===== src/rtl/ora_misr_if.sv =====
// ora_misr_if: start/done handshake, pattern stream and result bus of the output result analyzer.
// Defining ORA_FIRST_FAIL_EN adds the first_fail / first_fail_vld signals.
interface ora_misr_if #(
    parameter int BIT       = 4,
    parameter int CH        = 2,
    parameter int PAT_CNT_W = 8
);
    logic                 start;
    logic [PAT_CNT_W-1:0] n_pat;
    logic                 valid;
    logic [CH*BIT-1:0]    cut_op;
    logic [CH*BIT-1:0]    ff_op;
    logic                 busy;
    logic                 done;
    logic                 res;
    logic [CH-1:0]        fail_map;
    logic [CH*BIT-1:0]    sig;
`ifdef ORA_FIRST_FAIL_EN
    logic [PAT_CNT_W-1:0] first_fail;
    logic                 first_fail_vld;
    modport master (output start, n_pat, valid, cut_op, ff_op,
                    input busy, done, res, fail_map, sig, first_fail, first_fail_vld);
    modport slave (input start, n_pat, valid, cut_op, ff_op,
                   output busy, done, res, fail_map, sig, first_fail, first_fail_vld);
`else
    modport master (output start, n_pat, valid, cut_op, ff_op,
                    input busy, done, res, fail_map, sig);
    modport slave (input start, n_pat, valid, cut_op, ff_op,
                   output busy, done, res, fail_map, sig);
`endif
endinterface


===== src/rtl/ora_misr.sv =====
// ora_misr: multi-channel LBIST output result analyzer; compacts CUT and reference outputs into MISRs and compares signatures.
// Optional ORA_FIRST_FAIL_EN records the index of the first raw mismatching pattern.
module ora_misr #(
    parameter int             BIT       = 4,
    parameter int             CH        = 2,
    parameter int             PAT_CNT_W = 8,
    parameter logic [BIT-1:0] POLY      = 4'h3
) (
    input logic        clk,
    input logic        rst,
    ora_misr_if.slave  bus
);
    typedef enum logic [1:0] {S_IDLE, S_RUN, S_CMP, S_DONE} state_t;
    state_t               state, state_nx;
    logic [PAT_CNT_W-1:0] cnt, npat;
    logic [CH*BIT-1:0]    cut_m, ff_m, cut_nx, ff_nx;
    logic [CH-1:0]        mism, fail_map;
    logic                 res, start_ok, shift;

    function automatic logic [BIT-1:0] step(input logic [BIT-1:0] m, input logic [BIT-1:0] d);
        return {m[BIT-2:0], 1'b0} ^ (m[BIT-1] ? POLY : '0) ^ d;
    endfunction

    always_comb begin
        cut_nx = cut_m;
        ff_nx  = ff_m;
        mism   = '0;
        for (int c = 0; c < CH; c++) begin
            cut_nx[c*BIT +: BIT] = step(cut_m[c*BIT +: BIT], bus.cut_op[c*BIT +: BIT]);
            ff_nx[c*BIT +: BIT]  = step(ff_m[c*BIT +: BIT], bus.ff_op[c*BIT +: BIT]);
            mism[c]              = cut_m[c*BIT +: BIT] != ff_m[c*BIT +: BIT];
        end
        start_ok = bus.start && (state == S_IDLE || state == S_DONE);
        shift    = state == S_RUN && bus.valid;
        // An empty run skips RUN; signatures are trivially equal.
        state_nx = start_ok                                     ? (bus.n_pat == '0 ? S_CMP : S_RUN) :
                   shift && cnt + PAT_CNT_W'(1) == npat         ? S_CMP :
                   state == S_CMP                               ? S_DONE : state;
    end

`ifdef ORA_FIRST_FAIL_EN
    logic [PAT_CNT_W-1:0] first_fail;
    logic                 first_fail_vld;
    always_ff @(posedge clk) begin
        if (rst || start_ok) begin
            first_fail     <= '0;
            first_fail_vld <= 1'b0;
        end else if (shift && !first_fail_vld && bus.cut_op != bus.ff_op) begin
            first_fail     <= cnt;
            first_fail_vld <= 1'b1;
        end
    end
    assign bus.first_fail     = first_fail;
    assign bus.first_fail_vld = first_fail_vld;
`endif

    always_ff @(posedge clk) begin
        if (rst) begin
            state    <= S_IDLE;
            cnt      <= '0;
            npat     <= '0;
            cut_m    <= '0;
            ff_m     <= '0;
            res      <= 1'b0;
            fail_map <= '0;
        end else begin
            state <= state_nx;
            if (start_ok) begin
                cnt      <= '0;
                npat     <= bus.n_pat;
                cut_m    <= '0;
                ff_m     <= '0;
                res      <= 1'b0;
                fail_map <= '0;
            end else if (shift) begin
                cnt   <= cnt + PAT_CNT_W'(1);
                cut_m <= cut_nx;
                ff_m  <= ff_nx;
            end else if (state == S_CMP) begin
                fail_map <= mism;
                res      <= ~|mism;
            end
        end
    end

    assign bus.busy     = state == S_RUN || state == S_CMP;
    assign bus.done     = state == S_DONE;
    assign bus.res      = res;
    assign bus.fail_map = fail_map;
    assign bus.sig      = cut_m;
endmodule


===== src/flat_wrapper.sv =====
// flat-port wrapper written by rule: the top's interface ports become plain ports
module ora_misr_flat 
#(
    parameter int             BIT       = 4,
    parameter int             CH        = 2,
    parameter int             PAT_CNT_W = 8,
    parameter logic [BIT-1:0] POLY      = 4'h3
)
  (clk, rst, bus_start, bus_n_pat, bus_valid, bus_cut_op, bus_ff_op, bus_busy, bus_done, bus_res, bus_fail_map, bus_sig);
  ora_misr_if #(.BIT(BIT), .CH(CH), .PAT_CNT_W(PAT_CNT_W)) bus_i ();
  input logic clk;
  input logic rst;
  input wire logic [$bits(bus_i.start)-1:0] bus_start;
  input wire logic [$bits(bus_i.n_pat)-1:0] bus_n_pat;
  input wire logic [$bits(bus_i.valid)-1:0] bus_valid;
  input wire logic [$bits(bus_i.cut_op)-1:0] bus_cut_op;
  input wire logic [$bits(bus_i.ff_op)-1:0] bus_ff_op;
  output wire logic [$bits(bus_i.busy)-1:0] bus_busy;
  output wire logic [$bits(bus_i.done)-1:0] bus_done;
  output wire logic [$bits(bus_i.res)-1:0] bus_res;
  output wire logic [$bits(bus_i.fail_map)-1:0] bus_fail_map;
  output wire logic [$bits(bus_i.sig)-1:0] bus_sig;
  assign bus_i.start = bus_start;
  assign bus_i.n_pat = bus_n_pat;
  assign bus_i.valid = bus_valid;
  assign bus_i.cut_op = bus_cut_op;
  assign bus_i.ff_op = bus_ff_op;
  assign bus_busy = bus_i.busy;
  assign bus_done = bus_i.done;
  assign bus_res = bus_i.res;
  assign bus_fail_map = bus_i.fail_map;
  assign bus_sig = bus_i.sig;
  ora_misr #(.BIT(BIT), .CH(CH), .PAT_CNT_W(PAT_CNT_W), .POLY(POLY)) u_core (.clk(clk), .rst(rst), .bus(bus_i));
endmodule

===== config.mk =====
export PLATFORM = sky130hd
export DESIGN_NAME = ora_misr_flat
export DESIGN_NICKNAME = d
export VERILOG_FILES = /design/src/rtl/ora_misr_if.sv /design/src/rtl/ora_misr.sv /design/src/flat_wrapper.sv
export SDC_FILE = /design/constraint.sdc
export NUM_CORES = 1
export LEC_CHECK = 0
export CAP_MARGIN = 20
export CELL_PAD_IN_SITES_DETAIL_PLACEMENT = 0
export CELL_PAD_IN_SITES_GLOBAL_PLACEMENT = 1
export CORE_ASPECT_RATIO = 0.6
export CORE_MARGIN = 3
export CORE_UTILIZATION = 35
export DETAILED_ROUTE_END_ITERATION = 8
export PLACE_DENSITY_LB_ADDON = 0.1
export SLEW_MARGIN = 0
export SYNTH_ARGS = -nofsm -noshare
export SYNTH_HDL_FRONTEND = slang
export SYNTH_SLANG_ARGS = --single-unit

===== constraint.sdc =====
create_clock -name clk -period 1.8 [get_ports clk]
set_input_delay 0.36 -clock clk [delete_from_list [all_inputs] [get_ports clk]]
set_output_delay 0.36 -clock clk [all_outputs]
set_load 0.01 [all_outputs]

==> Yosys cells after proc, flatten, opt, wreduce, memory -nomap -nowiden <==
Cells that the tools add are included.
{ "totals": {"wordCells": 43, "input_bits": 28, "out_inout_bits": 13, "regBits": 37} }
{ "classes": {"n_eq_ne": 6, "n_mux": 8, "add_sub_neg": 1, "n_reduce_logical": 12, "bitwise_logic": 9} }
{ "op_table": {"columns": ["op", "n"], "rows": [
  ["$xor 4x4->4", 8],
  ["$mux 2", 8],
  ["$add 8x1->8 const B", 1],
  ["$eq 8x8->1", 1],
  ["$logic_not 8->1", 1],
  ["$ne 4x4->1", 2],
  ["$eq 2x2->1 const B", 2],
  ["$reduce_or 2->1", 2],
  ["$logic_and 1x1->1", 3],
  ["$reduce_bool 3->1", 1],
  ["$eq 2x1->1 const B", 1],
  ["$logic_not 2->1", 1],
  ["$logic_or 1x1->1", 2],
  ["$reduce_and 2->1", 1],
  ["$logic_not 1->1", 1],
  ["$not 1->1", 1]
]} }

==> Longest topological paths before layout <==
{ "depth": {"word_depth": 5, "depth_mapped": 8, "ltp_nobuf": 7} }

==> Worst setup path before layout <==
No wires, ideal clock.
{ "synth_path": {"path_type": "reg2reg", "from": "register u_core.cnt[0]", "to": "register u_core.state[0]", "synth_period_minus_slack_ps": 1702, "path_buffers": 0, "path_stages_with_launch": 7, "path_slack_ps": 98, "arrival_ps": 1585, "setup_ps": 117, "required_ps": 1683, "path_cell_list": "dfxtp_1 ha_1 xor3_1 o22a_1 nor3_1 nand4_1 a22o_2"} }
{ "synth_via": {"elab_chain_len": 5, "elab_cells_between_ends": 6, "classes_between": "1 x add/sub; 1 x eq/ne; 2 x mux; 2 x reduce/logical"} }
{ "synth_lines": {"columns": ["item", "line", "text"], "rows": [
  ["start, declared", "ora_misr.sv:15", "logic [PAT_CNT_W-1:0] cnt, npat;"],
  ["start signal, assigned", "ora_misr.sv:76", "cnt <= cnt + PAT_CNT_W'(1);"],
  ["$add 8x1->8 *", "ora_misr.sv:37", "shift && cnt + PAT_CNT_W'(1) == npat ? S_CMP :"],
  ["$eq 8x8->1 *", "ora_misr.sv:37", null],
  ["$logic_and 1x1->1 *", "ora_misr.sv:37", null],
  ["$mux 2", "ora_misr.sv:37", null],
  ["$mux 2", "ora_misr.sv:36", "state_nx = start_ok ? (bus.n_pat == '0 ? S_CMP : S_RUN) :"],
  ["end signal, assigned", "ora_misr.sv:67", "state <= state_nx;"],
  ["end, declared", "ora_misr.sv:14", "state_t state, state_nx;"]
]} }
Mark *: on every way between the ends. The rest lies on a longest branch, timed or not.
A chain may end at the register's enable or synchronous reset.

==> Final worst setup path <==
{ "layout_path": {"from": "register u_core.cut_m[3], in the netlist u_core.bus.sig[3]", "to": "output port bus_sig[3]"} }
{ "layout_lines": {"columns": ["item", "line", "text"], "rows": [
  ["start, declared", "ora_misr.sv:16", "logic [CH*BIT-1:0] cut_m, ff_m, cut_nx, ff_nx;"],
  ["start signal, assigned", "ora_misr.sv:77", "cut_m <= cut_nx;"],
  ["end, declared", "flat_wrapper.sv:22", "output wire logic [$bits(bus_i.sig)-1:0] bus_sig;"]
]} }
No word-level cell between the ends.

==> impl_metrics.env <==
export IMPL_syn_nets=247
export IMPL_grt_max_degree=28
export IMPL_ant_nets=0
export IMPL_ys_ff_latch=37
export IMPL_cts_setup_buffers=0
export IMPL_avgRoutedWirePerCell_um=12.75
export IMPL_post_cts_resized=2
export IMPL_yosysSeqAreaShare_pct=39.87
export IMPL_cts_made_buffers=5
export IMPL_setup_slack_ns=0.1131
export IMPL_first_global_vias=1374
export IMPL_hold_path_class="reg -> reg"
export IMPL_ctsHoldBuffers=0
export IMPL_rows=19
export IMPL_worst_pin_slew_ns=0.3910
export IMPL_gp_congestion=0.7596
export IMPL_die_area_um2=6247
export IMPL_grt_met2_usage_pct=14.95
export IMPL_powerDensity_nw_per_um2=1142
export IMPL_synth_edff_count=0
export IMPL_cts_tree="built"
export IMPL_path_cells="clkdlybuf4s50_1"
export IMPL_r2r_slack_ns=0.14
export IMPL_drt_pass1_iterations=4
export IMPL_dr_total_vias=1505
export IMPL_rsz0062_at_grt="no"
export IMPL_total_power_uw=2870
export IMPL_insertion_delay_ns=0.28
export IMPL_setup_violations=0
export IMPL_path_max_fanout=5
export IMPL_fp_coreArea_um2=4850
export IMPL_ir_drop_mv=0.8473
export IMPL_postSynth_asyncResetShare_pct=0
export IMPL_crit_type="reg -> out"
export IMPL_critical_path_top_delay_family="buffers and inverters"
export IMPL_clock_skew_final_ns=0.006398
export IMPL_grt_util_met3_pct=3.790
export IMPL_via_per_inst=4.533
export IMPL_utilization_pct=51.81
export IMPL_synthCells=214
export IMPL_die_h_um=62.44
export IMPL_grt_pass1_wl_mm=6.913
export IMPL_antenna_found_initial=0
export IMPL_synthesis_area_um2=1858
export IMPL_min_period_over_period_pct=93.72
export IMPL_end_kind="output pin"
export IMPL_cp_start_kind="flip-flop"
export IMPL_htreeDepth=2
export IMPL_period_minus_slack_ns=1.687
export IMPL_die_x_um=100.1
export IMPL_start_util_pct=38.31
export IMPL_routed_wl_mm=4.233
export IMPL_avgSynthCellArea_um2=8.682
export IMPL_clock_sinks=37
export IMPL_area_delta_synth_final_pct=35.22
export IMPL_yosysUniqueCellTypes=24
export IMPL_remaining_drc_errors=0
export IMPL_clockBufferDepth=2
export IMPL_crit_slowest_cell="clkdlybuf4s50_1"
export IMPL_ios=41
export IMPL_top_usage_layer="met1"
export IMPL_nFillCells=482
export IMPL_drv_cap=0
export IMPL_critical_path_buf_inv_count=1
export IMPL_max_stage_delay_ns=0.59
export IMPL_path_clk_slew_ns=0.07
export IMPL_yosys_warnings=0
export IMPL_first_iter_violations=58
export IMPL_finalMaxSlewViolations=0
export IMPL_setup_tns_ns=0
export IMPL_port_buffers=40
export IMPL_root_buffer="clkbuf_8"
export IMPL_worstPathArrival_ns=1.33
export IMPL_finalHoldViolCount=0
export IMPL_worst_endpoint_required_ns=1.44
export IMPL_track_usage_pct=13.88
export IMPL_slew_limit_headroom_pct=73.69
export IMPL_diodes=0
export IMPL_fmax_mhz=592.8
export IMPL_use_met1_pct=24.71
export IMPL_outcome="finished, final reports clean"
export IMPL_place_ws_ns=0.06254
export IMPL_p_leak_uw=0.0009657
export IMPL_drive_gt1_share_pct=10.04
export IMPL_final_nets=301
export IMPL_overflow=0
export IMPL_dp_hpwl_mm=3.219
export IMPL_synth_flop_cell="dfxtp_1"
==> path summary, 6_finish.rpt <==
kind / startpoint / to / depth (start not counted)
setup reg to reg: u_core.cnt[1]$_SDFFE_PP0P_ / u_core.state[0]$_SDFFE_PP0P_ / 6
hold reg to reg: u_core.npat[3]$_SDFFE_PP0P_ / u_core.npat[3]$_SDFFE_PP0P_ / 2
setup / recovery: u_core.bus.sig[3]$_SDFFE_PP0P_ / bus_sig[3] / 1
hold / removal: u_core.npat[3]$_SDFFE_PP0P_ / u_core.npat[3]$_SDFFE_PP0P_ / 2
==> power breakdown <==
group          switching [µW]  total [µW]  internal [µW]
clock                     291         638            346
combinational             576        1140            568
sequential                133        1090            956
total                    1000        2870           1870
==> layout by cell type, fill, tap and decap left out, drive strengths merged, types with 2 or more instances in the layout <==
master          n
buf            16
a211oi         15
nand2          33
clkdlybuf4s50  38
nor4            4
clkbuf          7
ha              5
inv             4
xnor2          27
nand4           3
a21oi          16
dfxtp          37
nor3            2
dlygate4sd2     2
and2            2
nor2           26
xor2           18
nand3           6
==> logic make-up after synthesis <==
kind of cell             count (synthesis)  synth area share, %
AND/OR/NAND/NOR                         79                18.32
AO/OA/AOI/OAI                           34                12.12
adder cells (fa/ha/maj)                  5                3.367
buffers and inverters                   13                3.838
flip-flops                              37                39.87
XOR/XNOR                                46                22.49
==> cell usage after synthesis (2+ instances only) <==
library cell | instances | area share (%)
nand3_1 | 6 | 1.6
and2_1 | 2 | 0.67
nor2_1 | 26 | 5.3
xnor2_1 | 27 | 13
a211oi_1 | 14 | 5.7
inv_1 | 4 | 0.81
nor4_1 | 4 | 1.3
xor2_1 | 18 | 8.5
buf_6 | 3 | 1.8
nor3_1 | 2 | 0.54
nand4_1 | 3 | 1.0
dfxtp_1 | 37 | 40
nand2_1 | 33 | 6.7
clkbuf_1 | 6 | 1.2
ha_1 | 5 | 3.4
a21oi_1 | 16 | 4.3
==> metal layers <==
metal  vias up  wire [µm]
li1        821          -
met1       651       2598
met2        31       1423
met3         2        191
met4         0         20
met5         -          0
==> layout make-up <==
class	count	area, µm²	area share [%]
clock buffer	7	96.34	3.835
clock inverter	1	5.005	0.1992
inverter	4	15.01	0.5976
multi-input combinational	164	1046	41.63
sequential	37	740.7	29.48
tap	63	78.83	3.137
timing repair buffer	56	530.5	21.12
==> through the flow <==
| stage | hold WS (ns) | cells | instance area [µm²] |
|---|---|---|---|
| 2_1_floorplan | 0.4456 | 214 | 1858 |
| 3_3_place_gp | 0.4611 | 324 | 2414 |
| 3_5_place_dp | 0.4637 | 324 | 2414 |
| 4_1_cts | 0.4737 | 332 | 2512 |
| 5_1_grt | 0.4886 | 332 | 2512 |
| 6_report | 0.4725 | 332 | 2512 |
==> flip-flops by register name, indices dropped and copies added, names as in the netlist <==
name / count
u_core.bus.fail_map: 2
u_core.bus.res: 1
u_core.cnt: 8
u_core.state: 2
u_core.ff_m: 8
u_core.bus.sig: 8
u_core.npat: 8
(Power assumes the default switching activity.)
==> RTL change 1, RTL diff (config.mk and constraints unchanged) <==
`CH` is set to 2 in 3 places; all go to 1.
--- a/src/rtl/ora_misr_if.sv
+++ b/src/rtl/ora_misr_if.sv
@@ -4,3 +4,3 @@
     parameter int BIT       = 4,
-    parameter int CH        = 2,
+    parameter int CH        = 1,
     parameter int PAT_CNT_W = 8
--- a/src/rtl/ora_misr.sv
+++ b/src/rtl/ora_misr.sv
@@ -4,3 +4,3 @@
     parameter int             BIT       = 4,
-    parameter int             CH        = 2,
+    parameter int             CH        = 1,
     parameter int             PAT_CNT_W = 8,
--- a/src/flat_wrapper.sv
+++ b/src/flat_wrapper.sv
@@ -4,3 +4,3 @@
     parameter int             BIT       = 4,
-    parameter int             CH        = 2,
+    parameter int             CH        = 1,
     parameter int             PAT_CNT_W = 8,
Ports: changed (resized bus_cut_op, bus_fail_map, bus_ff_op and bus_sig); port bits go from 41 to 28. No check against the original RTL was run, so the function may have changed too.
==> RTL change 1 against the original RTL <==
Synthesized cell count fell by 21%. Total power fell by 28%. Sequential cell count fell by 9. Maximum frequency rose by 0.80%. Routed wire length fell by 23%. Setup slack improved by 0.013 ns. Cell area fell by 25%. Area after synthesis fell by 22%. Global-route usage fell by 0.26 points. Critical path type unchanged.
==> RTL change 1: results (changes against the original RTL) <==
* Hold Worst Slack at 0.474 ns (was 0.472 ns)
* Post-route clock period utilization at 93.0% (was 93.7%)
* Status: complete, no violations (unchanged)
* Final-stage net count at 231 (was 301)
* Met2 Use GR at 16.6% (was 15.0%)
* Initial drt markers at 76 (was 58)
* Clock skew at 0.00561 ns (was 0.00640 ns)
* Clk pwr at 395 µW (was 638 µW)
* First-pass GRT wire length at 5.22 mm (was 6.91 mm)
* Post-synth cell types at 32 (was 24)
* Max incr delay on CP at 0.36 ns (was 0.59 ns)
* Worst Max-Slew Pin Slew at 0.329 ns (was 0.391 ns)
* Gr usage total at 13.6% (was 13.9%)
* Layout cells sized above 1 at 9.76% (was 10.0%)
* Via count at 1224 (was 1505)
* Crit path capture: bus_busy (was bus_sig[3])
* Arrival time worst endpoint at 1.31 ns (was 1.33 ns)
* Area contributors post-synth: dfxtp_1 (39%), xnor2_1 (11%), nand2_1 (7.3%) (was dfxtp_1 (40%), xnor2_1 (13%), xor2_1 (8.5%))
* Top cells by count, synth: dfxtp_1 (28), nand2_1 (28), nor2_1 (18), xnor2_1 (18), a21oi_1 (15) (was dfxtp_1 (37), nand2_1 (33), xnor2_1 (27))
* Dpl ws at -0.0221 ns (was 0.0625 ns)
* Post-synthesis sequential area ratio at 38.9% (was 39.9%)
* Crit path from: u_core.state[0]$_SDFFE_PP0P_ (was u_core.bus.sig[3]$_SDFFE_PP0P_)
* CP max stage cell: dfxtp_2 (was clkdlybuf4s50_1)
* I/O Buffers at 27 (was 40)
* Leakage at 0.734 nW (was 0.966 nW)
* Vias in the first global route at 1066 (was 1374)
* Placer congestion estimate at 0.792 (was 0.760)
* Aggregate routed wire length at 3.26 mm (was 4.23 mm)
* Hold_sp: u_core.npat[5]$_SDFFE_PP0P_ (was u_core.npat[3]$_SDFFE_PP0P_)
* Detailed placer's ending HPWL at 2.61 mm (was 3.22 mm)
* CP Max Fanout at 3 (was 5)
* Num CTS Buffers at 3 (was 5)
* Clk slew on worst S/H paths at 0.10 ns (was 0.07 ns)
* Comb power frac at 40.8% (was 39.9%)
* Largest net degree at the start of global routing at 19 (was 28)
* Met3 Track Usage GR at 4.14% (was 3.79%)
* Worst vdd ir at 0.574 mV (was 0.847 mV)
* Inserted Diodes at 0 (unchanged)
* H-tree levels at 1 (was 2)
* Worst reg-to-reg path cell count at 5 (was 6)
-- RTL change 1: cell count changes in the layout (fill, tap and decap cells not counted), moves of 2 or more --
cell / before / now
clkdlybuf4s50_1: 38 / 25
dfxtp_1: 37 / 27
xnor2_1: 27 / 18
a211oi_1: 14 / 6
nor2_1: 26 / 18
xor2_1: 18 / 12
nand2_1: 33 / 28
buf_4: 15 / 11
clkbuf_8: 7 / 4
nor4_1: 4 / 2
-- RTL change 1: timing repair --
| item | 4_1_cts | 5_1_grt |
|---|---|---|
| hold endpoints to repair | 0 | 0 |
| pin swaps | 0 | 0 |
| setup endpoints to repair | 2 | 1 |
| resized for setup | 2 | 1 |
| cloned | 0 | 0 |
| hold buffers | 0 | 0 |
-- RTL change 1: per-layer routing --
metal  vias up  wire [µm]
met5         -          0
met4         0         12
met3         2        149
met2        20       1260
met1       563       1840
li1        639          -
-- RTL change 1: layout make-up --
cell class / count / area [µm²]
clock buffers: 4 / 55.1
fillers: 372 / 1920
inverters: 4 / 15.0
multi-input cells: 130 / 821
flip-flops and latches: 28 / 562
well taps: 47 / 58.8
repair buffers: 39 / 374
-- RTL change 1: stage by stage --
step	total power, mW	instances
after floorplan	1.34	169
after global placement	1.68	248
after detailed placement	1.69	248
after CTS	2.08	252
after global routing	2.19	252
final	2.06	252
-- RTL change 1: logic make-up after synthesis --
family	synth area share [%]
compound gates	11.6
simple gates	21.2
xor+xnor	19.9
fa+ha+maj	4.34
flops	38.9
buf+inv	4.08
-- RTL change 1: worst reg2reg max path, stage by stage, from the launching register on --
cell       delay [ns]
dfxtp_1          0.43
xor3_1           0.44
o22ai_1          0.12
o21ai_1          0.08
nand4bb_1        0.25
a22o_1           0.24
==> RTL change 2, RTL diff (same flow settings) <==
Made on the original files. Re-encode `state_t` (4 states) as one-hot, 4 bits wide.
--- a/src/rtl/ora_misr.sv
+++ b/src/rtl/ora_misr.sv
@@ -12,3 +12,3 @@
 );
-    typedef enum logic [1:0] {S_IDLE, S_RUN, S_CMP, S_DONE} state_t;
+    typedef enum logic [3:0] {S_IDLE = 4'b0001, S_RUN = 4'b0010, S_CMP = 4'b0100, S_DONE = 4'b1000} state_t;
     state_t               state, state_nx;
Behaviour: same outputs for any inputs over 10 cycles, from zero or initial values and one cycle with rst high; not proved beyond that.
==> RTL change 2 against the original RTL <==
The run now ends with negative setup slack left. Critical path depth up 6. Non-clock buffer count up 2. Sequential cell count up 2. Area after synthesis up 5.9%. Register-to-register slack worse by 0.14 ns. Routed wire length up 11%. Cell area up 9.2%. Setup slack worse by 0.12 ns. First-iteration DRC count up 5.2%. Largest cell class unchanged.
Power is not compared: it rests on default switching activity, and its combinational part moved more than twofold at a synthesized area within 25%.
==> RTL change 2: results (changes against the original RTL) <==
* Final setup violation count at 1 (was 0)
* Top cells by count, synth: nor2_1 (41), dfxtp_1 (39), xnor2_1 (25) (was dfxtp_1 (37), nand2_1 (33), xnor2_1 (27))
* Vias/cell at 4.83 (was 4.53)
* Final Non-Filler Cells at 339 (was 332)
* Placer congestion estimate at 0.796 (was 0.760)
* Hold_sp: u_core.bus.res$_SDFFE_PP0P_ (was u_core.npat[3]$_SDFFE_PP0P_)
* Clock skew at 0.0135 ns (was 0.00640 ns)
* First-pass GRT wire length at 7.54 mm (was 6.91 mm)
* Layout cells sized above 1 at 15.4% (was 10.0%)
* Placed Area at 2560 µm² (was 2410 µm²)
* Post-synth ARST share at 0% (unchanged)
* Hold worst-path end: u_core.bus.res$_SDFFE_PP0P_ (was u_core.npat[3]$_SDFFE_PP0P_)
* Placed Instances at 331 (was 324)
* Final WS setup at -0.00323 ns (was 0.113 ns)
* Arrival time worst endpoint at 1.99 ns (was 1.33 ns)
* Max incr delay on CP at 0.36 ns (was 0.59 ns)
* Skew-Pair Late Insertion Delay at 0.30 ns (was 0.28 ns)
* Synth Area in Compound Gates at 10.9% (was 12.1%)
* Area contributors post-synth: dfxtp_1 (40%), xnor2_1 (11%), xor2_1 (8.0%) (was dfxtp_1 (40%), xnor2_1 (13%), xor2_1 (8.5%))
* Post-synthesis xor/xnor area fraction at 19.1% (was 22.5%)
* CP max stage cell: dfxtp_2 (was clkdlybuf4s50_1)
* Vias in the first global route at 1510 (was 1374)
* Initial drt markers at 61 (was 58)
* Failing checks: negative setup slack
* Status: complete, but fails checks (was complete, no violations)
* Largest net degree at the start of global routing at 37 (was 28)
* Slew margin rel. at 64.6% (was 73.7%)
* Critical R2R Capture: u_core.state[1]$_SDFFE_PP0P_ (was u_core.state[0]$_SDFFE_PP0P_)
* Hold Worst Slack at 0.487 ns (was 0.472 ns)
* Mux cell area share after synthesis at 7.63% (was 0%)
* Mean Syn Cell Area at 8.94 µm² (was 8.68 µm²)
* Post-synth cell types at 32 (was 24)
* Syn nets at 249 (was 247)
* Detailed placer's ending HPWL at 3.31 mm (was 3.22 mm)
* Layout fillers at 493 (was 482)
* Setup_tns at -0.00323 ns (was 0 ns)
* Dpl ws at -0.282 ns (was 0.0625 ns)
* Clk slew on worst S/H paths at 0.09 ns (was 0.07 ns)
* Tot Pwr at between 2 and 2.5 mW
==> RTL change 2: cell types whose count changed in the layout (fill, tap and decap cells not counted), moves of 5 or more <==
cell / unedited run / this run
ha_1: 5 / 0
mux2i_1: 0 / 14
nor2_1: 26 / 41
dfxtp_2: 0 / 5
nand2_1: 33 / 10
a21oi_1: 16 / 7
==> RTL change 2: worst max-delay path, delay by kind of cell (launching register included) <==
kind / cells / cell delay, ns
flip-flops: 1 / 0.36
AND/OR/NAND/NOR: 2 / 0.27
adder cells (fa/ha/maj): 1 / 0.15
AO/OA/AOI/OAI: 4 / 0.91
==> RTL change 2: how the worst max path moves through the flow <==
stage / to / depth (start not counted) / startpoint / slack, ns
finish: u_core.state[1]$_SDFFE_PP0P_ / 7 / u_core.cnt[1]$_SDFFE_PP0P_ / -0.003
global route: u_core.state[1]$_SDFFE_PP0P_ / 7 / bus_valid / -0.13
CTS: u_core.state[1]$_SDFFE_PP0P_ / 7 / u_core.cnt[1]$_SDFFE_PP0P_ / -0.12
detailed placement: u_core.state[2]$_SDFFE_PP0P_ / 7 / bus_valid / -0.28
global placement: u_core.state[2]$_SDFFE_PP0P_ / 7 / bus_valid / -0.19
floorplan: u_core.state[1]$_SDFFE_PP0P_ / 7 / u_core.cnt[0]$_SDFFE_PP0P_ / 0.02
==> RTL change 2: metal layers <==
layer | wire [µm] | vias up | track usage [%]
li1 | - | 860 | -
met1 | 2680 | 722 | 24.4
met2 | 1710 | 48 | 17.4
met3 | 236 | 9 | 4.47
met4 | 64 | 0 | 4.68
met5 | 0 | - | 0
==> RTL change 2: area by class of cell <==
type                    count  area share (%)
multi-input cells         167            44.2
clock buffers               5            2.51
flip-flops and latches     39            28.7
inverters                   1           0.137
clock inverters             3            1.60
repair buffers             58            19.9
well taps                  66            3.01
